===== src/rtl/a2d_pkg.sv =====
// Shared types and helpers for the ADC128S round-robin interface.
// Channel numbers, FSM states and the command-word builder live here.
package a2d_pkg;

  localparam logic [2:0] CH_LFT  = 3'd0;
  localparam logic [2:0] CH_RGHT = 3'd4;
  localparam logic [2:0] CH_BATT = 3'd5;

  typedef enum logic [2:0] {
    IDLE,
    CMD,
    GAP,
    READ,
    STORE
  } a2d_state_t;

  // Round-robin slot index; only 0..2 are ever used.
  typedef logic [1:0] rr_idx_t;

  localparam rr_idx_t RR_LFT  = 2'd0;
  localparam rr_idx_t RR_RGHT = 2'd1;
  localparam rr_idx_t RR_BATT = 2'd2;

  function automatic logic [15:0] cmd_word(input logic [2:0] ch);
    return {2'b00, ch, 11'h000};
  endfunction

  function automatic logic [2:0] idx2ch(input rr_idx_t idx);
    case (idx)
      RR_RGHT: return CH_RGHT;
      RR_BATT: return CH_BATT;
      default: return CH_LFT;
    endcase
  endfunction

  function automatic rr_idx_t rr_next(input rr_idx_t idx);
    return (idx == RR_BATT) ? RR_LFT : idx + 2'd1;
  endfunction

endpackage


===== src/rtl/a2d_intf_spi_mstr16.sv =====
// 16-bit SPI master, SCLK idles high, data launched on fall and sampled on rise.
// One shift register carries MOSI out and MISO in; rd_data holds until the next wrt.
module spi_mstr16 #(
  parameter int SCLK_DIV_W = 5
) (
  input  logic        clk,
  input  logic        rst_n,
  input  logic        wrt,
  input  logic [15:0] cmd,
  input  logic        MISO,
  output logic        SS_n,
  output logic        SCLK,
  output logic        MOSI,
  output logic        done,
  output logic [15:0] rd_data
);

  // Idle count sits 8 ticks before the first fall, giving a front porch.
  localparam logic [SCLK_DIV_W-1:0] CNT_IDLE = {2'b10, {(SCLK_DIV_W-2){1'b1}}};
  localparam logic [SCLK_DIV_W-1:0] CNT_FALL = {SCLK_DIV_W{1'b1}};
  localparam logic [SCLK_DIV_W-1:0] CNT_RISE = {1'b0, {(SCLK_DIV_W-1){1'b1}}};
  localparam logic [SCLK_DIV_W-1:0] CNT_ONE  = {{(SCLK_DIV_W-1){1'b0}}, 1'b1};

  logic [SCLK_DIV_W-1:0] r_cnt;
  logic [15:0]           r_shft;
  logic [4:0]            r_smpl_cnt;
  logic                  r_miso;
  logic                  r_ss_n;
  logic                  r_done;

  logic w_fall;
  logic w_rise;
  logic w_last;

  assign w_fall = !r_ss_n && (r_cnt == CNT_FALL);
  assign w_rise = !r_ss_n && (r_cnt == CNT_RISE);
  assign w_last = w_fall && (r_smpl_cnt == 5'd16);

  always_ff @(posedge clk or negedge rst_n) begin
    if (!rst_n) begin
      r_cnt      <= CNT_IDLE;
      r_shft     <= '0;
      r_smpl_cnt <= '0;
      r_miso     <= 1'b0;
      r_ss_n     <= 1'b1;
      r_done     <= 1'b0;
    end else begin
      r_done <= 1'b0;
      if (r_ss_n) begin
        if (wrt) begin
          r_ss_n     <= 1'b0;
          r_shft     <= cmd;
          r_cnt      <= r_cnt + CNT_ONE;
          r_smpl_cnt <= '0;
        end
      end else if (w_last) begin
        r_shft <= {r_shft[14:0], r_miso};
        r_cnt  <= CNT_IDLE;
        r_ss_n <= 1'b1;
        r_done <= 1'b1;
      end else begin
        r_cnt <= r_cnt + CNT_ONE;
        if (w_rise) begin
          r_miso     <= MISO;
          r_smpl_cnt <= r_smpl_cnt + 5'd1;
        end
        // The porch fall precedes any sample, so it must not shift.
        if (w_fall && (r_smpl_cnt != 5'd0))
          r_shft <= {r_shft[14:0], r_miso};
      end
    end
  end

  assign SS_n    = r_ss_n;
  assign SCLK    = r_cnt[SCLK_DIV_W-1];
  assign MOSI    = r_shft[15];
  assign done    = r_done;
  assign rd_data = r_shft;

endmodule


===== src/rtl/a2d_intf.sv =====
// ADC128S front-end: round-robins channels 0, 4, 5 and registers 12-bit results.
// Each conversion is two frames since the A2D answers for the previously addressed channel.
//
// state | meaning
// IDLE  | waiting for nxt
// CMD   | first frame, addresses the channel; returned data discarded
// GAP   | one clk with SS_n high, then re-issue the same command
// READ  | second frame; result captured as done arrives
// STORE | advance round-robin pointer
module a2d_intf
  import a2d_pkg::*;
#(
  parameter int SCLK_DIV_W = 5
) (
  input  logic        clk,
  input  logic        rst_n,
  input  logic        nxt,
  input  logic        MISO,
  output logic        SS_n,
  output logic        SCLK,
  output logic        MOSI,
  output logic [11:0] lft_ld,
  output logic [11:0] rght_ld,
  output logic [11:0] batt,
  output logic        vld
);

  a2d_state_t  r_state;
  rr_idx_t     r_ptr;
  logic [11:0] r_lft;
  logic [11:0] r_rght;
  logic [11:0] r_batt;
  logic        r_vld;

  logic        w_wrt;
  logic        w_done;
  logic [15:0] w_cmd;
  logic [15:0] w_rd_data;
  logic        w_unused;

  assign w_wrt    = ((r_state == IDLE) && nxt) || (r_state == GAP);
  assign w_cmd    = cmd_word(idx2ch(r_ptr));
  // Status nibble from the converter carries no information.
  assign w_unused = ^w_rd_data[15:12];

  spi_mstr16 #(
    .SCLK_DIV_W(SCLK_DIV_W)
  ) u_spi (
    .clk     (clk),
    .rst_n   (rst_n),
    .wrt     (w_wrt),
    .cmd     (w_cmd),
    .MISO    (MISO),
    .SS_n    (SS_n),
    .SCLK    (SCLK),
    .MOSI    (MOSI),
    .done    (w_done),
    .rd_data (w_rd_data)
  );

  always_ff @(posedge clk or negedge rst_n) begin
    if (!rst_n) begin
      r_state <= IDLE;
      r_ptr   <= RR_LFT;
      r_lft   <= '0;
      r_rght  <= '0;
      r_batt  <= '0;
      r_vld   <= 1'b0;
    end else begin
      r_vld <= 1'b0;
      case (r_state)
        IDLE:  if (nxt) r_state <= CMD;
        CMD:   if (w_done) r_state <= GAP;
        GAP:   r_state <= READ;
        READ: begin
          // Results and vld register on done so they appear during STORE.
          if (w_done) begin
            case (r_ptr)
              RR_LFT:  r_lft  <= w_rd_data[11:0];
              RR_RGHT: r_rght <= w_rd_data[11:0];
              RR_BATT: r_batt <= w_rd_data[11:0];
              default: ;
            endcase
            r_vld   <= 1'b1;
            r_state <= STORE;
          end
        end
        STORE: begin
          r_ptr   <= rr_next(r_ptr);
          r_state <= IDLE;
        end
        default: r_state <= IDLE;
      endcase
    end
  end

  assign lft_ld  = r_lft;
  assign rght_ld = r_rght;
  assign batt    = r_batt;
  assign vld     = r_vld;

endmodule


===== config.mk =====
export PLATFORM = sky130hd
export DESIGN_NAME = a2d_intf
export DESIGN_NICKNAME = d
export VERILOG_FILES = /design/src/rtl/a2d_pkg.sv /design/src/rtl/a2d_intf_spi_mstr16.sv /design/src/rtl/a2d_intf.sv
export SDC_FILE = /design/constraint.sdc
export NUM_CORES = 1
export LEC_CHECK = 0
export CAP_MARGIN = 30
export CORE_MARGIN = 4
export CORE_UTILIZATION = 42
export DETAILED_ROUTE_END_ITERATION = 7
export PLACE_DENSITY_LB_ADDON = 0.12
export SLEW_MARGIN = 20
export SYNTH_ARGS = -nofsm -noshare
export SYNTH_HDL_FRONTEND = slang
export SYNTH_SLANG_ARGS = --single-unit

===== constraint.sdc =====
create_clock -name clk -period 2.3 [get_ports clk]
set_input_delay 0.23 -clock clk [delete_from_list [all_inputs] [get_ports clk]]
set_output_delay 0.23 -clock clk [all_outputs]
set_load 0.005 [all_outputs]

==> metrics <==
status=completed; GR Util All Layers=roughly 15%; Arr. time, crit path=2.30 ns; drt wl/cell=15.0 µm; Post-DP HPWL=between 3 and 4 mm; initial antenna violation count=0; Synth top area share=55.8%; Min-Delay Path Class=in -> async; Clock Skew=0.0103 ns; Worst EP required=roughly 2.5 ns; Logic pwr share=a little over an eighth; Post-Place Setup Slack=between 0.2 and 0.25 ns; H-tree depth=3; worst r2r path cells=8; TNS Setup=0 ns; #FFs+latches synth=71; Via density=roughly 5.0; sw frac=27.4%; Bufs and invs on worst path=1; CTS sink count=slightly above 70; worst vdd ir=between 0.6 and 0.7 mV; clock share of power=34.5%; Main synth FF type=dfrtp_1; DR pass1 iterations=4; Worst path top cell family by delay=simple AND/OR/NAND/NOR gates; pin slew with the least headroom to its limit=around 0.67 ns; die area=between 0.008 and 0.009 mm²; clock period minus final worst setup slack=2.07 ns; P per Cell Area=about 760 mW/mm²; Max stage delay on crit path=0.38 ns; Leak=approximately 1.8 nW; IO buf count=43; register area=between 0.0015 and 0.002 mm²; distinct cell type count after synthesis=39; share of cells above drive strength 1=27.6%; Mapped Avg Cell Area=14.2 µm²; cell taking the most area after synthesis=dfrtp_1; Slew Viols, Final=0; number of flops mapped to enable cells by yosys=0; Final Cycle Share=89.9%; DIE HEIGHT=around 92 µm; Worst path depth=8; Vias=1,834; final-layout fill cell count=621; Die Width=92.0 µm; crit-path cells=ha_1 > and3_1 > ha_1 > nor2b_1 > nand4_1 > inv_1 > nor3b_1 > mux2_2; f_max=0.483 GHz; clock root buffer=clkbuf_8; RSZ-0062 raised after global routing=no; slowest CP cell=dfstp_2; Skew-Pair Late Insertion Delay=about 0.35 ns; detailed router's first-iteration violation count=57; Area contributors post-synth=dfrtp_1, mux2_2, ha_1, a22o_1, dfstp_2; Startpoint Class=flop; Post-Synthesis Cell Area=0.00296 mm²; Max Root-Sink Buffers=2; Fin. Hold Viols=0; global route overflow=0; Setup Viol. Count Final=0; crit end category=flop; sequential cell area fraction in the yosys report=between 60% and 70%; Num CTS Buffers=9; Clk pin slew, worst setup/hold paths=~0.08 ns; worst setup margin=between 0.2 and 0.25 ns; Synthesis Warnings=0; worst-path fanout max=6; WS Path Type=reg -> reg; largest net degree at the start of global routing=32; Int Pwr=0.00208 W; DRT antenna net count=0; Layout area overhead=26.4%; Net Switching=~0.0008 W; # rows=30; relative slew slack=a little under three fifths; I/O Pins=between 40 and 50; area of the multi-input gates=0.00110 mm²; most used cell, CP=ha_1; first-pass GRT wire length=9.74 mm; Reg power frac=slightly above 50%; initial core utilization=between 40% and 50%; core area=roughly 0.007 mm²; vias in the first global route=1,909; async set or reset register ratio after synthesis=100%; CTS tree=built; Final nets=282; Post-Syn Instances=about 210; max-cap violations=0; most frequent cell after synthesis=dfrtp_1; DRC viols=0; GPL Wtd Cong=about 0.77; ANT cells=0; Pwr Total=about 0.0029 W; most common library cells after synthesis=dfrtp_1, mux2_2, a22o_1; aggregate routed wire length=~5.5 mm; Synthesized Nets=~220
## area by class of cell
| type | instances | share of cell area (%) |
|---|---|---|
| Clock buffer | 9 | 3.31 |
| Inverter | 7 | 0.702 |
| Tap cell | 96 | 3.21 |
| Multi-Input combinational cell | 124 | 29.3 |
| Timing Repair Buffer | 54 | 14.0 |
| Clock inverter | 7 | 1.94 |
| Sequential cell | 71 | 47.6 |
## registers in the layout (all words and copies together), names as in the netlist
signal / flops
u_spi.r_miso: 1
u_spi.SS_n: 1
rght_ld: 12
u_spi.rd_data: 16
batt: 12
u_spi.r_smpl_cnt: 5
vld: 1
lft_ld: 12
u_spi.r_cnt: 5
r_ptr: 2
r_state: 3
u_spi.done: 1
## metrics by stage
| stage | cell area [µm²] | util (%) | hold WS [ns] | instances |
|---|---|---|---|---|
| 2_1_floorplan | 2960 | - | -0.0656 | 209 |
| 3_3_place_gp | 3540 | 51.8 | 0.304 | 351 |
| 3_5_place_dp | 3540 | 51.8 | 0.302 | 351 |
| 4_1_cts | 3740 | 54.8 | 0.455 | 368 |
| 5_1_grt | 3740 | 54.8 | 0.473 | 368 |
| 6_report | 3740 | 54.8 | 0.446 | 368 |
## logic make-up after synthesis
family / synth area share, %
flops: 60.2
buf+inv: 2.79
fa+ha+maj: 4.65
simple gates: 6.55
xor+xnor: 0.887
compound gates: 9.80
mux: 15.1
## routing by layer
layer | global-route usage (%) | up-vias | wire length [µm]
li1 | - | 877 | -
met1 | 19.0 | 915 | 2590
met2 | 23.2 | 34 | 2590
met3 | 5.33 | 8 | 236
met4 | 5.57 | 0 | 82
met5 | 0 | - | 0
## power groups by stage
stage	logic, W	registers, W	clock network, W
after floorplan	0.000300	0.00148	0
after global placement	0.000391	0.00151	0
after detailed placement	0.000396	0.00151	0
after CTS	0.000396	0.00148	0.00102
after global routing	0.000446	0.00150	0.00108
final	0.000389	0.00148	0.000987
## cell usage in the layout (no fill, tap or decap), types with 2 or more instances in the layout
master / count
a21oi_1: 2
a22o_1: 15
a31oi_1: 2
buf_4: 9
clkbuf_8: 9
clkdlybuf4s50_1: 42
clkinv_2: 2
clkinvlp_4: 2
dfrtp_1: 66
dfstp_2: 5
ha_1: 11
inv_1: 7
mux2_2: 38
mux2i_1: 2
nand2_1: 13
nand4_1: 3
nor2_1: 5
nor2b_1: 2
nor3b_1: 3
o21a_1: 2
o21ai_0: 5
o22a_1: 2
xor2_1: 2
## worst paths after layout
| path | slack, ns | end | startpoint |
|---|---|---|---|
| max in group asynchronous | 1.13 | u_spi.r_cnt[4]$_DFFE_PN1P_ | rst_n |
| max reg2reg | 0.23 | u_spi.r_miso$_DFFE_PN0P_ | u_spi.r_cnt[0]$_DFFE_PN1P_ |
| max | 0.23 | u_spi.r_miso$_DFFE_PN0P_ | u_spi.r_cnt[0]$_DFFE_PN1P_ |
| min reg2reg | 0.50 | u_spi.rd_data[13]$_DFFE_PN0P_ | u_spi.rd_data[13]$_DFFE_PN0P_ |
| min in group clk | 0.49 | u_spi.r_miso$_DFFE_PN0P_ | MISO |
| min | 0.45 | u_spi.rd_data[5]$_DFFE_PN0P_ | rst_n |
## what timing repair did
item	CTS	global route
hold endpoints to repair	23	0
hold buffers	1	0
gates resized for setup	0	0
setup buffers	0	0
Note: power is estimated with default switching activity, not from simulation.
